$ cat src/rtl/otter_pkg.sv
// Shared constants for the OTTER fetch stage: next-PC select codes, NOP,
// fetch FSM state encoding and error-flag bit positions.
package otter_pkg;

  localparam logic [2:0] PC_SRC_PLUS4  = 3'd0;
  localparam logic [2:0] PC_SRC_JALR   = 3'd1;
  localparam logic [2:0] PC_SRC_BRANCH = 3'd2;
  localparam logic [2:0] PC_SRC_JAL    = 3'd3;
  localparam logic [2:0] PC_SRC_MTVEC  = 3'd4;
  localparam logic [2:0] PC_SRC_MEPC   = 3'd5;

  // addi x0, x0, 0
  localparam logic [31:0] NOP_INSTR = 32'h0000_0013;

  localparam logic [0:0] ST_IDLE = 1'b0;
  localparam logic [0:0] ST_REQ  = 1'b1;

  localparam int ERR_TIMEOUT  = 0;
  localparam int ERR_MISALIGN = 1;

  function automatic logic is_word_aligned(input logic [31:0] addr);
    return addr[1:0] == 2'b00;
  endfunction

endpackage

$ cat src/rtl/otter_pc_mux.sv
// Combinational next-PC selector with the PC+4 adder; unused select codes
// fall back to sequential flow.
module otter_pc_mux
  import otter_pkg::*;
(
  input  logic [31:0] pc,
  input  logic [2:0]  pc_source,
  input  logic [31:0] jalr,
  input  logic [31:0] branch,
  input  logic [31:0] jal,
  input  logic [31:0] mtvec,
  input  logic [31:0] mepc,
  output logic [31:0] pc_plus4,
  output logic [31:0] next_pc
);

  assign pc_plus4 = pc + 32'd4;

  always_comb begin
    // NOTE: a default before the case keeps every path assigned, so no latch is inferred.
    next_pc = pc_plus4;
    case (pc_source)
      PC_SRC_JALR:   next_pc = jalr;
      PC_SRC_BRANCH: next_pc = branch;
      PC_SRC_JAL:    next_pc = jal;
      PC_SRC_MTVEC:  next_pc = mtvec;
      PC_SRC_MEPC:   next_pc = mepc;
      default:       next_pc = pc_plus4;
    endcase
  end

endmodule

$ cat src/rtl/otter_fetch.sv
// OTTER instruction-fetch stage: PC register, two-state fetch FSM with a
// bounded wait on imem_valid, and the instruction register.
module otter_fetch
  import otter_pkg::*;
#(
  parameter logic [31:0] RESET_PC = 32'h0000_0000,
  parameter int          TIMEOUT  = 16
) (
  input  logic        clk,
  input  logic        rst_n,
  input  logic        fetch_start,
  input  logic        pc_write,
  input  logic [2:0]  pc_source,
  input  logic [31:0] jalr,
  input  logic [31:0] branch,
  input  logic [31:0] jal,
  input  logic [31:0] mtvec,
  input  logic [31:0] mepc,
  output logic        imem_req,
  output logic [31:0] imem_addr,
  input  logic [31:0] imem_data,
  input  logic        imem_valid,
  output logic [31:0] pc,
  output logic [31:0] pc_plus4,
  output logic [31:0] ir,
  output logic        ir_valid,
  output logic        fetch_done,
  output logic        busy,
  output logic [1:0]  err
);

  localparam int CNT_W = $clog2(TIMEOUT + 1);

  logic [0:0]       state_q, state_d;
  logic [CNT_W-1:0] cnt_q, cnt_d;
  logic [31:0]      pc_q, pc_d;
  logic [31:0]      ir_q, ir_d;
  logic             ir_valid_q, ir_valid_d;
  logic             fetch_done_q, fetch_done_d;
  logic [1:0]       err_q, err_d;
  logic [31:0]      next_pc;

  otter_pc_mux u_pc_mux (
    .pc        (pc_q),
    .pc_source (pc_source),
    .jalr      (jalr),
    .branch    (branch),
    .jal       (jal),
    .mtvec     (mtvec),
    .mepc      (mepc),
    .pc_plus4  (pc_plus4),
    .next_pc   (next_pc)
  );

  always_comb begin
    state_d      = state_q;
    cnt_d        = cnt_q;
    pc_d         = pc_q;
    ir_d         = ir_q;
    ir_valid_d   = ir_valid_q;
    fetch_done_d = 1'b0;
    err_d        = err_q;

    if (state_q == ST_IDLE) begin
      if (pc_write) begin
        if (is_word_aligned(next_pc)) begin
          pc_d       = next_pc;
          ir_valid_d = 1'b0;
        end else begin
          err_d[ERR_MISALIGN] = 1'b1;
        end
      end
      // A simultaneous pc_write lands first, so the request uses the new PC.
      if (fetch_start) begin
        state_d    = ST_REQ;
        ir_valid_d = 1'b0;
        cnt_d      = CNT_W'(TIMEOUT - 1);
      end
    end else begin
      if (imem_valid) begin
        ir_d         = imem_data;
        ir_valid_d   = 1'b1;
        fetch_done_d = 1'b1;
        state_d      = ST_IDLE;
      end else if (cnt_q == '0) begin
        err_d[ERR_TIMEOUT] = 1'b1;
        state_d            = ST_IDLE;
      end else begin
        cnt_d = cnt_q - CNT_W'(1);
      end
    end
  end

  // NOTE: sequential state uses non-blocking assignments so every flop samples pre-edge values.
  always_ff @(posedge clk or negedge rst_n) begin
    if (!rst_n) begin
      state_q      <= ST_IDLE;
      cnt_q        <= '0;
      pc_q         <= RESET_PC;
      ir_q         <= NOP_INSTR;
      ir_valid_q   <= 1'b0;
      fetch_done_q <= 1'b0;
      err_q        <= '0;
    end else begin
      state_q      <= state_d;
      cnt_q        <= cnt_d;
      pc_q         <= pc_d;
      ir_q         <= ir_d;
      ir_valid_q   <= ir_valid_d;
      fetch_done_q <= fetch_done_d;
      err_q        <= err_d;
    end
  end

  assign imem_req   = (state_q == ST_REQ);
  assign busy       = imem_req;
  assign imem_addr  = imem_req ? pc_q : 32'h0;
  assign pc         = pc_q;
  assign ir         = ir_q;
  assign ir_valid   = ir_valid_q;
  assign fetch_done = fetch_done_q;
  assign err        = err_q;

endmodule
$ cat config.mk
export PLATFORM = sky130hd
export DESIGN_NAME = otter_fetch
export DESIGN_NICKNAME = d
export VERILOG_FILES = /design/src/rtl/otter_pkg.sv /design/src/rtl/otter_pc_mux.sv /design/src/rtl/otter_fetch.sv
export SDC_FILE = /design/constraint.sdc
export NUM_CORES = 1
export LEC_CHECK = 0
export CAP_MARGIN = 0
export CORE_ASPECT_RATIO = 0.6
export CORE_MARGIN = 3
export CORE_UTILIZATION = 30
export CTS_CLUSTER_SIZE = 28
export DETAILED_ROUTE_END_ITERATION = 8
export PLACE_DENSITY_LB_ADDON = 0.12
export SLEW_MARGIN = 20
export SYNTH_ARGS = -nofsm -noshare
export SYNTH_HDL_FRONTEND = slang
export SYNTH_SLANG_ARGS = --single-unit
$ cat constraint.sdc
create_clock -name clk -period 2.5 [get_ports clk]
set_clock_uncertainty 0.2 [all_clocks]
set_input_delay 0.375 -clock clk [delete_from_list [all_inputs] [get_ports clk]]
set_output_delay 0.375 -clock clk [all_outputs]
set_load 0.01 [all_outputs]
==> results.md <==
- Status: finished with violations
- Failing checks: setup timing
- Fin. max-slew vios: 0
- Detailed Routing Iterations Pass 1: 5
- Final setup vio count: 20
- Detail Route Antenna Nets: 0
- H-tree depth: 3
- Sequential fraction of the synthesis area: 34.28%
- Hold crit path type: reg -> reg
- Number of remaining DRC errors: 0
- Die Area: 0.01974 mm2
- Clock power share: 17.4%
- Worst setup EP type: primary output
- Buffers on Ports: 333
- Most frequent cells in the layout: 302 x clkdlybuf4s50_1, 128 x buf_4, 71 x dfrtp_1
- Drt via density: 5.154
- Bufs and invs on worst path: 2
- Antenna diodes: 0
- Detail Placement HPWL: 19770 um
- Clock latency on the worst-skew pair: 0.33 ns
- Slew @ Worst Pin: 0.6805 ns
- Max stage delay cell, worst path: or4_4
- CTS Buf Count: 9
- Worst slack, placed: -0.3286 ns
- Leakage: 4.413 nW
- Post-synth EDFFs: 0
- Final nets: 1212
- Tot GR Track Use: 23.96%
- First-pass GRT wire length: 37010 um
- Via count: 6432
- Vias in the first global route: 6469
- Internal: 4.790 mW
- Final hold violations: 0
- Mapped Nets: 774
- Async S/R FF share, synth: 100.0%
- Max FO, Critical Path: 4
- GPL Wtd Cong: 0.8642
- Crit-path cells: buf_4 -> ha_2 -> nand4_1 -> or4_4 -> nor3_4 -> xor2_1 -> buf_2
- Netlist cell types: 66
- Sw Ratio: 36.62%
- Worst relative slew slack: 54.28%
- RSZ-0062 raised after global routing: true
- Core ar.: 0.01741 mm2
- Min setup slack post-route: -0.2782 ns
- Layout cell share with drive strength beyond 1: 28.90%
- Yosys reg bits: 74
- Largest stage delay on the critical path: 0.51 ns
- PwrDens: 718.1 mW/mm2
- Multi-input logic area: 0.003592 mm2
- Nature of the critical path startpoint: flop
- Tcrit/Tclk final: 111.1%
- F_max: 0.3599 GHz
- Filler cells: 1525
- Max VDD drop: 334.6 uV
- Root Buffer Master: clkbuf_16
- Storage element area: 0.001856 mm2
- Min Tclk post-route: 2.778 ns
- Total Wirelength: 24790 um
- Pin count of the biggest net entering global routing: 45
- Max Buffers Root-to-Sink: 2
- CTS sink cnt: 74
- Syn. warnings: 0
- Synth Flop Type: dfrtp_1
- Delay-heaviest family, CP: simple AND/OR/NAND/NOR gates
- Logic pwr share: 59.0%
- Number of max-cap violations: 0
- Antenna violations before repair: 0
- Die Y: 110.0 um
- Area growth syn-to-layout: 94.43%
- CTS tree: done
- Switching power: 2.767 mW
- Gr ovfl total: 0
- WL/cell: 19.86 um
- Crit Path Class: reg -> out
- Initial DRC count: 381
- I/O pins: 334
- Clock slew at reported path FFs: 0.06 ns
- Worst path arrival time: 2.20 ns
- Row count: 37
- Reg2reg setup slack: 0 ns
- Die width: 179.4 um
- Syn Std Cell Area: 0.005413 mm2
- Setup tns final: -3.855 ns
- Seq pwr share: 23.6%
- Commonest non-fill, non-tap cell in the layout: clkdlybuf4s50_1
- CP Data Required Time: 1.92 ns
- Avg Inst Size Synth: 9.479 um2
- Gate Count Post-Synth: 571
- Initial core utilization: 31.10%
==> flip-flops by register name, summed over array words and instances, names as in the netlist <==
| name | count |
|---|---|
| pc | 32 |
| err | 2 |
| busy | 1 |
| cnt_q | 5 |
| fetch_done | 1 |
| ir | 32 |
| ir_valid | 1 |
==> power groups by stage <==
stage | sequential [mW] | combinational [mW] | clock (mW)
final | 1.78 | 4.46 | 1.32
after global routing | 1.83 | 4.73 | 1.41
after CTS | 1.78 | 4.34 | 1.34
after detailed placement | 1.79 | 4.24 | 0
after global placement | 1.77 | 4.21 | 0
after floorplan | 2.00 | 1.37 | 0
==> logic make-up (layout without fill, tap and decap cells) <==
group | Yosys count | count (layout) | share of synthesized area (%)
XOR/XNOR | 29 | 29 | 4.692
buffers and inverters | 62 | 505 | 5.432
AO/OA/AOI/OAI | 161 | 161 | 21.87
flip-flops | 74 | 74 | 34.28
multiplexers | 78 | 78 | 15.81
adder cells (fa/ha/maj) | 3 | 3 | 0.6936
AND/OR/NAND/NOR | 164 | 164 | 17.22
==> final cells by class <==
cell class,count,area share (%)
timing repair buffer,478,42.16
multi-input combinational,435,34.13
sequential,74,17.63
tap,234,2.782
clock buffer,11,2.307
clock inverter,5,0.5945
inverter,11,0.3923
==> worst paths after layout <==
check	start	end	depth (start not counted)
setup / recovery	pc[2]$_DFFE_PN0P_	pc_plus4[24]	7
hold reg to reg	err[0]$_DFFE_PN0P_	err[0]$_DFFE_PN0P_	1
min in group asynchronous	rst_n	fetch_done$_DFF_PN0_	2
max in group asynchronous	rst_n	pc[23]$_DFFE_PN0P_	3
hold / removal	err[0]$_DFFE_PN0P_	err[0]$_DFFE_PN0P_	1
setup reg to reg	pc[2]$_DFFE_PN0P_	pc[22]$_DFFE_PN0P_	12
==> synth_stat cells (all sizes together) (3+ instances only) <==
cell type	count	share of area, %
a21boi	7	1.1
a21oi	24	2.2
a221o	6	1.1
a221oi	3	0.49
a222oi	3	0.55
a22o	8	1.3
a22oi	12	1.7
a2bb2oi	12	2.2
a31oi	6	0.97
and2	36	4.2
and3	5	0.58
and4	3	0.49
buf	22	2.7
clkbuf	29	2.0
dfrtp	71	33
dfstp	3	1.5
ha	3	0.69
inv	10	0.69
mux2	50	10
mux2i	27	5.0
nand2	26	1.8
nand2b	10	1.2
nand3	10	0.92
nand4	12	1.5
nor2	24	1.7
nor2b	9	1.0
nor3	16	1.8
nor4	4	0.81
o21a	7	0.97
o21ai	25	2.3
o21bai	3	0.42
o221ai	3	0.49
o22a	3	0.49
o22ai	13	1.5
o2bb2ai	10	1.6
o31ai	3	0.42
xnor2	18	2.9
xor2	11	1.8
==> stage by stage <==
| step | utilization, % | area [um2] | cells | hold WS [ns] | total power [mW] |
|---|---|---|---|---|---|
| 2_1_floorplan | - | 5413 | 571 | -0.1206 | 3.366 |
| 3_3_place_gp | 55.91 | 9732 | 1201 | 0.2081 | 5.975 |
| 3_5_place_dp | 55.91 | 9732 | 1201 | 0.2205 | 6.024 |
| 4_1_cts | 59.37 | 10330 | 1237 | 0.2841 | 7.460 |
| 5_1_grt | 60.46 | 10520 | 1248 | 0.3009 | 7.976 |
| 6_report | 60.46 | 10520 | 1248 | 0.2819 | 7.558 |
==> layer usage <==
metal	vias to the layer above	track usage, %	wire length, um	part of all wire [%]
li1	3018	-	-	-
met4	0	4.744	280	1.1
met5	-	0	0	0
met1	3119	33.63	11360	46
met2	276	38.05	11410	46
met3	19	5.803	1733	7.0
==> timing repair <==
item,4_1_cts,5_1_grt
setup buffers,19,12
hold buffers,1,0
gates cloned,0,0
endpoints found under the setup margin,27,28
endpoints found under the hold margin,40,0
pin swaps,18,27
gates resized for setup,142,27
Power figures use the tool's default switching activity.
